[src/rtl/debug_unit_ctrl_pkg.sv]
// Shared constants, state encodings and types for the MIPS debug-port controller.
package debug_unit_ctrl_pkg;

  localparam int NB_IF_ID  = 64;
  localparam int NB_ID_EX  = 139;
  localparam int NB_EX_MEM = 76;
  localparam int NB_MEM_WB = 71;

  localparam logic [7:0] CMD_LOAD = 8'h4C;
  localparam logic [7:0] CMD_CONT = 8'h43;
  localparam logic [7:0] CMD_STEP = 8'h53;

  localparam logic [7:0] RSP_ACK = 8'h06;
  localparam logic [7:0] RSP_NAK = 8'h15;
  localparam logic [7:0] FRM_HDR = 8'hA5;
  localparam logic [7:0] FRM_TRL = 8'h5A;

  typedef struct packed {
    logic       valid;
    logic [7:0] data;
  } tx_byte_t;

  typedef enum logic [3:0] {
    ST_IDLE,
    ST_LOAD_CNT,
    ST_LOAD_DATA,
    ST_ACK,
    ST_RESP,
    ST_RUN,
    ST_DRAIN,
    ST_STEP,
    ST_DUMP
  } ctrl_state_e;

  typedef enum logic [2:0] {
    SR_IDLE,
    SR_HDR,
    SR_SNAP,
    SR_ADDR,
    SR_CAP,
    SR_WORD,
    SR_TRL
  } ser_state_e;

  function automatic int bytes_for_bits(input int nbits);
    return (nbits + 7) / 8;
  endfunction

endpackage

[src/rtl/debug_unit_ctrl_dump_serializer.sv]
// Emits one dump frame: header, latch snapshot, register file, data memory, trailer.
module dump_serializer
  import debug_unit_ctrl_pkg::*;
#(
  parameter int NB_SNAP     = 350,
  parameter int N_REGS      = 32,
  parameter int N_MEM_WORDS = 32
) (
  input  logic               i_clk,
  input  logic               i_reset,
  input  logic               i_start,
  input  logic [NB_SNAP-1:0] i_snap,
  output tx_byte_t           o_tx,
  input  logic               i_tx_ready,
  output logic [4:0]         o_r_addr_registers,
  output logic [4:0]         o_r_addr_data_mem,
  input  logic [31:0]        i_r_data_registers,
  input  logic [31:0]        i_r_data_data_mem,
  output logic               o_done
);

  localparam int SNAP_BYTES = bytes_for_bits(NB_SNAP);
  localparam int SNAP_W     = SNAP_BYTES * 8;
  localparam int PAD        = SNAP_W - NB_SNAP;
  localparam int CW         = (SNAP_BYTES > 4) ? $clog2(SNAP_BYTES) : 2;

  ser_state_e        st;
  logic [SNAP_W-1:0] snap;
  logic [31:0]       word_sr;
  logic [CW-1:0]     byte_cnt;
  logic              sel_mem;
  logic [4:0]        idx;
  logic              accept;
  logic [31:0]       rdata;

  assign accept = o_tx.valid & i_tx_ready;
  assign rdata  = sel_mem ? i_r_data_data_mem : i_r_data_registers;

  // Only the active region sees the running index; the idle one sits at 0.
  assign o_r_addr_registers = sel_mem ? 5'd0 : idx;
  assign o_r_addr_data_mem  = sel_mem ? idx : 5'd0;

  always_ff @(posedge i_clk or negedge i_reset) begin
    if (!i_reset) begin
      st       <= SR_IDLE;
      snap     <= '0;
      word_sr  <= '0;
      byte_cnt <= '0;
      sel_mem  <= 1'b0;
      idx      <= '0;
      o_tx     <= '0;
      o_done   <= 1'b0;
    end else begin
      o_done <= 1'b0;
      case (st)
        SR_IDLE: if (i_start) begin
          // Snapshot is left-justified so the zero padding lands at the LSB end.
          snap    <= SNAP_W'(i_snap) << PAD;
          sel_mem <= 1'b0;
          idx     <= '0;
          o_tx    <= '{valid: 1'b1, data: FRM_HDR};
          st      <= SR_HDR;
        end
        SR_HDR: if (accept) begin
          o_tx.data <= snap[SNAP_W-1 -: 8];
          snap      <= snap << 8;
          byte_cnt  <= '0;
          st        <= SR_SNAP;
        end
        SR_SNAP: if (accept) begin
          if (byte_cnt == CW'(SNAP_BYTES - 1)) begin
            o_tx.valid <= 1'b0;
            st         <= SR_ADDR;
          end else begin
            o_tx.data <= snap[SNAP_W-1 -: 8];
            snap      <= snap << 8;
            byte_cnt  <= byte_cnt + 1'b1;
          end
        end
        SR_ADDR: st <= SR_CAP;
        SR_CAP: begin
          word_sr  <= {rdata[23:0], 8'h00};
          o_tx     <= '{valid: 1'b1, data: rdata[31:24]};
          byte_cnt <= '0;
          st       <= SR_WORD;
        end
        SR_WORD: if (accept) begin
          if (byte_cnt == CW'(3)) begin
            if (sel_mem && idx == 5'(N_MEM_WORDS - 1)) begin
              o_tx.data <= FRM_TRL;
              st        <= SR_TRL;
            end else begin
              o_tx.valid <= 1'b0;
              st         <= SR_ADDR;
              if (!sel_mem && idx == 5'(N_REGS - 1)) begin
                sel_mem <= 1'b1;
                idx     <= '0;
              end else begin
                idx <= idx + 5'd1;
              end
            end
          end else begin
            o_tx.data <= word_sr[31:24];
            word_sr   <= word_sr << 8;
            byte_cnt  <= byte_cnt + 1'b1;
          end
        end
        SR_TRL: if (accept) begin
          o_tx.valid <= 1'b0;
          sel_mem    <= 1'b0;
          idx        <= '0;
          o_done     <= 1'b1;
          st         <= SR_IDLE;
        end
        default: st <= SR_IDLE;
      endcase
    end
  end

endmodule

[src/rtl/debug_unit_ctrl.sv]
// Debug-port sequencer: decodes host commands, loads imem, runs/steps the pipeline, dumps state.
module debug_unit_ctrl #(
  parameter int NB_IF_ID     = debug_unit_ctrl_pkg::NB_IF_ID,
  parameter int NB_ID_EX     = debug_unit_ctrl_pkg::NB_ID_EX,
  parameter int NB_EX_MEM    = debug_unit_ctrl_pkg::NB_EX_MEM,
  parameter int NB_MEM_WB    = debug_unit_ctrl_pkg::NB_MEM_WB,
  parameter int N_REGS       = 32,
  parameter int N_MEM_WORDS  = 32,
  parameter int DRAIN_CYCLES = 3
) (
  input  logic                 i_clk,
  input  logic                 i_reset,
  input  logic [7:0]           i_rx_data,
  input  logic                 i_rx_valid,
  output logic [7:0]           o_tx_data,
  output logic                 o_tx_valid,
  input  logic                 i_tx_ready,
  output logic                 o_halt,
  output logic                 o_write_instruction_mem,
  output logic [31:0]          o_instruction_mem_addr,
  output logic [31:0]          o_instruction_mem_data,
  output logic [4:0]           o_r_addr_registers,
  output logic [4:0]           o_r_addr_data_mem,
  input  logic [31:0]          i_r_data_registers,
  input  logic [31:0]          i_r_data_data_mem,
  input  logic [NB_IF_ID-1:0]  i_IF_ID,
  input  logic [NB_ID_EX-1:0]  i_ID_EX,
  input  logic [NB_EX_MEM-1:0] i_EX_MEM,
  input  logic [NB_MEM_WB-1:0] i_MEM_WB,
  input  logic                 i_end
);
  import debug_unit_ctrl_pkg::*;

  localparam int NB_SNAP = NB_IF_ID + NB_ID_EX + NB_EX_MEM + NB_MEM_WB;
  localparam int DCW     = (DRAIN_CYCLES > 2) ? $clog2(DRAIN_CYCLES) : 1;

  ctrl_state_e    state;
  logic [8:0]     n_words;
  logic [8:0]     k;
  logic [1:0]     byte_idx;
  logic [23:0]    word_acc;
  logic [DCW-1:0] drain_cnt;
  logic           ser_start;
  logic           ser_done;
  tx_byte_t       resp;
  tx_byte_t       ser_tx;

  // Responses and dump frames are never in flight together, so a simple OR/mux suffices.
  assign o_tx_valid = ser_tx.valid | resp.valid;
  assign o_tx_data  = ser_tx.valid ? ser_tx.data : resp.data;

  always_ff @(posedge i_clk or negedge i_reset) begin
    if (!i_reset) begin
      state                   <= ST_IDLE;
      o_halt                  <= 1'b1;
      o_write_instruction_mem <= 1'b0;
      o_instruction_mem_addr  <= '0;
      o_instruction_mem_data  <= '0;
      n_words                 <= '0;
      k                       <= '0;
      byte_idx                <= '0;
      word_acc                <= '0;
      drain_cnt               <= '0;
      ser_start               <= 1'b0;
      resp                    <= '0;
    end else begin
      o_write_instruction_mem <= 1'b0;
      ser_start               <= 1'b0;
      case (state)
        ST_IDLE: if (i_rx_valid) begin
          case (i_rx_data)
            CMD_LOAD: state <= ST_LOAD_CNT;
            CMD_CONT: begin
              o_halt <= 1'b0;
              state  <= ST_RUN;
            end
            CMD_STEP: begin
              o_halt <= 1'b0;
              state  <= ST_STEP;
            end
            default: begin
              resp  <= '{valid: 1'b1, data: RSP_NAK};
              state <= ST_RESP;
            end
          endcase
        end
        ST_LOAD_CNT: if (i_rx_valid) begin
          n_words  <= (i_rx_data == 8'h00) ? 9'd256 : {1'b0, i_rx_data};
          k        <= '0;
          byte_idx <= '0;
          state    <= ST_LOAD_DATA;
        end
        ST_LOAD_DATA: if (i_rx_valid) begin
          if (byte_idx == 2'd3) begin
            o_write_instruction_mem <= 1'b1;
            o_instruction_mem_addr  <= 32'({k, 2'b00});
            o_instruction_mem_data  <= {word_acc, i_rx_data};
            k                       <= k + 9'd1;
            byte_idx                <= '0;
            if (k + 9'd1 == n_words) state <= ST_ACK;
          end else begin
            word_acc <= {word_acc[15:0], i_rx_data};
            byte_idx <= byte_idx + 2'd1;
          end
        end
        ST_ACK: begin
          resp  <= '{valid: 1'b1, data: RSP_ACK};
          state <= ST_RESP;
        end
        ST_RESP: if (resp.valid && i_tx_ready) begin
          resp.valid <= 1'b0;
          state      <= ST_IDLE;
        end
        ST_RUN: if (i_end) begin
          if (DRAIN_CYCLES == 0) begin
            o_halt    <= 1'b1;
            ser_start <= 1'b1;
            state     <= ST_DUMP;
          end else begin
            drain_cnt <= '0;
            state     <= ST_DRAIN;
          end
        end
        ST_DRAIN: begin
          if (drain_cnt == DCW'(DRAIN_CYCLES - 1)) begin
            o_halt    <= 1'b1;
            ser_start <= 1'b1;
            state     <= ST_DUMP;
          end else begin
            drain_cnt <= drain_cnt + 1'b1;
          end
        end
        ST_STEP: begin
          o_halt    <= 1'b1;
          ser_start <= 1'b1;
          state     <= ST_DUMP;
        end
        ST_DUMP: if (ser_done) state <= ST_IDLE;
        default: state <= ST_IDLE;
      endcase
    end
  end

  // Snapshot is taken the cycle after halt rises, so the latches are already frozen.
  dump_serializer #(
    .NB_SNAP     (NB_SNAP),
    .N_REGS      (N_REGS),
    .N_MEM_WORDS (N_MEM_WORDS)
  ) u_ser (
    .i_clk              (i_clk),
    .i_reset            (i_reset),
    .i_start            (ser_start),
    .i_snap             ({i_IF_ID, i_ID_EX, i_EX_MEM, i_MEM_WB}),
    .o_tx               (ser_tx),
    .i_tx_ready         (i_tx_ready),
    .o_r_addr_registers (o_r_addr_registers),
    .o_r_addr_data_mem  (o_r_addr_data_mem),
    .i_r_data_registers (i_r_data_registers),
    .i_r_data_data_mem  (i_r_data_data_mem),
    .o_done             (ser_done)
  );

endmodule

[config.mk]
export PLATFORM = sky130hd
export DESIGN_NAME = debug_unit_ctrl
export DESIGN_NICKNAME = d
export VERILOG_FILES = /design/src/rtl/debug_unit_ctrl_pkg.sv /design/src/rtl/debug_unit_ctrl_dump_serializer.sv /design/src/rtl/debug_unit_ctrl.sv
export SDC_FILE = /design/constraint.sdc
export NUM_CORES = 1
export LEC_CHECK = 0
export ABC_CLOCK_PERIOD_IN_PS = 6400
export CAP_MARGIN = 40
export CORE_MARGIN = 8
export CORE_UTILIZATION = 40
export DETAILED_ROUTE_END_ITERATION = 8
export HOLD_SLACK_MARGIN = 0.02
export MAX_ROUTING_LAYER = met4
export PLACE_DENSITY = 0.7
export SLEW_MARGIN = 10
export SYNTH_ARGS = -nofsm -noshare
export SYNTH_HDL_FRONTEND = slang
export SYNTH_HIERARCHICAL = 1
export SYNTH_SLANG_ARGS = --single-unit
[constraint.sdc]
create_clock -name i_clk -period 6.4 [get_ports i_clk]
set_input_delay 1.28 -clock i_clk [delete_from_list [all_inputs] [get_ports i_clk]]
set_output_delay 1.28 -clock i_clk [all_outputs]
set_load 0.01 [all_outputs]
==> impl_metrics.csv <==
group,metric,value,unit
logic_synthesis,netlist_top_cells_area,"dfrtp_1 53%, nand2_1 14%, a31oi_1 9.2%, nor2_1 6.1%, mux2_2 2.1%",
timing,finalSetupTns,0,ps
outcome,run_status,"finished clean",
die,coreArea,58700,sq um
logic_synthesis,synth_area,23600,sq um
critical_path,crit_chain,"clkdlybuf4s50_1, nand2_1, o22ai_2, o21a_4, buf_12, nor2_1, a31oi_1",
critical_path,crit_path_start_kind,"input port",
placed_design,dpl_cell_area,28500,sq um
logic_synthesis,synth_seq_cells,497,
logic_synthesis,yosysSeqAreaShare,0.528,
cts,post_cts_buffers,0,
placed_design,io_buffers,488,
final_layout,final_util,0.519,
die,die-area,66900,sq um
routing,final_antenna_net_count,0,
critical_path,r2r_cells,6,
pwr,power.density,475,nW/um^2
timing,fmax,0.288,GHz
global_route,antenna_found_initial,21,
routing,vias,20000,
timing,hold_viol,0,
timing,slew_headroom,0.337,
cts,cts_sinks,497,
cts,h-tree-depth,2,
cts,clk_path_buf_depth,3,
cts,ctsHoldBuffers,0,
cts,cts-root-buf,"clkbuf_16",
critical_path,end_kind,"flip-flop",
die,die_width,259,um
critical_path,crit_family,"compound AO/OA/AOI/OAI gates",
final_layout,design_area,30500,sq um
logic_synthesis,syn_inst,2717,
final_layout,fillers,5440,
timing,setup_viol,0,
logic_synthesis,synth_compound_area_frac,0.133,
flow_run,cap_violations,0,
global_route,grt_use_total,0.205,
logic_synthesis,yosys_warnings,6,
critical_path,cp-startpoint,"i_tx_ready",
critical_path,ff2ff_setup_slack,3140,ps
timing,hold_ws,459,ps
timing,min_period,3480,ps
logic_synthesis,synth.distinct_cells,71,
critical_path,r2r_start,"u_ser/st[1]",
critical_path,slowest_delay,720,ps
logic_synthesis,synth_edf_count,0,
critical_path,r2r_end,"u_ser/snap[253]",
global_route,grt_overflow,0,
routing,routedWlPerCell,17.7,um
routing,drc,0,
logic_synthesis,synth_top_area_share,0.527,
pwr,p_total,14500,uW
logic_synthesis,synth_top_family_by_area,"simple AND/OR/NAND/NOR gates",
timing,fin_worst_skew,19.7,ps
cts,clk_pin_slew,60,ps
global_route,grt_max_degree,186,
logic_synthesis,synthAdderAreaFrac,0.00319,
pwr,power_leakage,0.0130,uW
global_route,grt_pass1_vias,19200,
cts,insertion_delay,600,ps
worst_hold_path,hp-class,"flip-flop to flip-flop",
timing,finalCritPeriodShare,0.543,
routing,firstDrtPassIters,6,
critical_path,cp.required,6910,ps
final_layout,area_delta_synth_final,29.3,%
timing,worst_pin_slew,995,ps
final_layout,final_nets,3524,
critical_path,worstPathMaxFanout,128,
logic_synthesis,synth_ff_type,"dfrtp_1",
routing,routed_wl,69.8,mm
routing,post_drt_via_cell_ratio,5.08,
logic_synthesis,synthSimpleGateAreaFrac,0.234,
logic_synthesis,synth.mux.area_fraction,0.0359,
routing,drt_iter0_drc,1862,
die,initial_utilization,0.402,
logic_synthesis,synth-async-reset-ratio,1.00,
placed_design,dp.final_hpwl,48.4,mm
critical_path,crit_end,"u_ser/snap[257]",
critical_path,critPathSlowestCell,"o21a_4",
die,die_h,259,um
critical_path,crit_buf_inv,2,
timing,grt_setup_unrepaired,"no",
placed_design,place_congestion,0.918,
critical_path,path_class,"input port to flip-flop",
cts,cts_tree,"yes",
cts,post_cts_resized,0,
logic_synthesis,yosys.area.top_type,"dfrtp_1",
critical_path,path_depth,7,
logic_synthesis,syn_avg_cell_area,8.68,sq um
critical_path,arrival,3980,ps
die,ios,512,
die,rows,89,
timing,drv_slew,0,
final_layout,drive_gt1_frac,0.0596,
global_route,grt_pass1_wl,108,mm
pwr,ir_drop,0.453,mV
cts,cts_buffers,55,
logic_synthesis,synth-xor-area-share,0.00520,
==> synthesized netlist by cell type, types with 4 or more instances <==
library cell,instances
nand2b_1,5
xor2_1,4
mux2_2,45
a31oi_1,348
o41ai_1,4
a21oi_1,33
a211oi_1,4
nand4_1,4
nand2_1,895
clkbuf_1,61
buf_6,34
nor2_1,386
and3_1,5
and2_1,17
ha_1,6
xnor2_1,10
dfrtp_1,496
o31ai_1,6
mux2i_1,34
nor2b_1,9
nand3b_1,4
o211ai_1,6
buf_4,33
nor3_1,8
o21ai_0,59
buf_2,91
inv_1,13
nor3b_1,4
nand3_1,32
o21ai_1,4
==> where the power goes <==
part,internal [uW],switching (uW),leakage [uW]
logic,2280,3480,0.00630
clock network,1940,1320,0.000925
registers,4570,909,0.00581
==> through the flow <==
step,cells,setup slack (ps)
finish,3931,2920
floorplan,2739,3610
detailed placement,3806,2360
global placement,3804,2420
CTS,3908,2920
global route,3930,2710
==> layout by cell type, fill, tap and decap left out, types with 6 or more instances in the layout <==
cell type,n
clkdlybuf4s50_1,487
mux2_2,45
nor2_1,386
o21ai_0,59
ha_1,6
clkbuf_8,12
buf_4,15
nor3_1,8
xnor2_1,10
nand3_1,31
clkinv_2,10
clkbuf_1,13
o211ai_1,6
a31oi_1,348
dfrtp_1,495
o31ai_1,6
buf_12,12
and2_1,17
diode_2,22
a21oi_1,33
mux2i_1,34
clkbuf_16,57
conb_1,23
inv_1,13
nor2b_1,9
nand2_1,895
==> metal layers <==
metal  part of all wire  vias up  GRT usage
met1               0.44     9504      0.266
met3              0.064       83     0.0500
met2               0.48      517      0.325
met4              0.017        0     0.0459
li1                   -     9856          -
met5                  0        -          -
==> worst min path at each step <==
stage            startpoint                    endpoint  cells past startpoint
3_5_place_dp   word_acc[19]  o_instruction_mem_data[27]                      2
5_1_grt        word_acc[17]  o_instruction_mem_data[25]                      2
4_1_cts        word_acc[19]  o_instruction_mem_data[27]                      2
3_3_place_gp   word_acc[19]  o_instruction_mem_data[27]                      2
2_1_floorplan       resp[2]                     resp[2]                      1
6_report       word_acc[17]  o_instruction_mem_data[25]                      2
==> tightest hold or removal path: stages (launching register included) <==
cell and delay [ps]:
dfrtp_1 340, nand2_1 50, nand2_1 40
==> registers in the layout (all words and copies together), names as in the netlist, 2 cells and up <==
name	count
u_ser/st	3
word_acc	24
resp	4
o_instruction_mem_addr	9
u_ser/o_tx	9
o_instruction_mem_data	32
k	9
drain_cnt	2
byte_idx	2
u_ser/word_sr	24
state	4
u_ser/snap	350
u_ser/idx	5
u_ser/byte_cnt	6
n_words	9
==> layout make-up <==
cell class	instances	area [sq um]	area share
Clock buffer	82	1640	0.0538
Timing Repair Buffer	517	5280	0.173
Tap cell	773	967	0.0317
Sequential cell	497	12400	0.408
Clock inverter	20	234	0.00768
Antenna cell	22	55.1	0.00181
Multi-Input combinational cell	2006	9810	0.322
Inverter	14	52.6	0.00172
==> cell families (layout without fill, tap and decap cells) <==
family          after synthesis  in the layout
flops                       497            497
mux                          79             79
fa+ha+maj                     6              6
other cells                   1             45
buf+inv                     236            633
xor+xnor                     14             14
compound gates              496            496
simple gates               1388           1388
No activity file was read; power rests on OpenSTA's default activity.
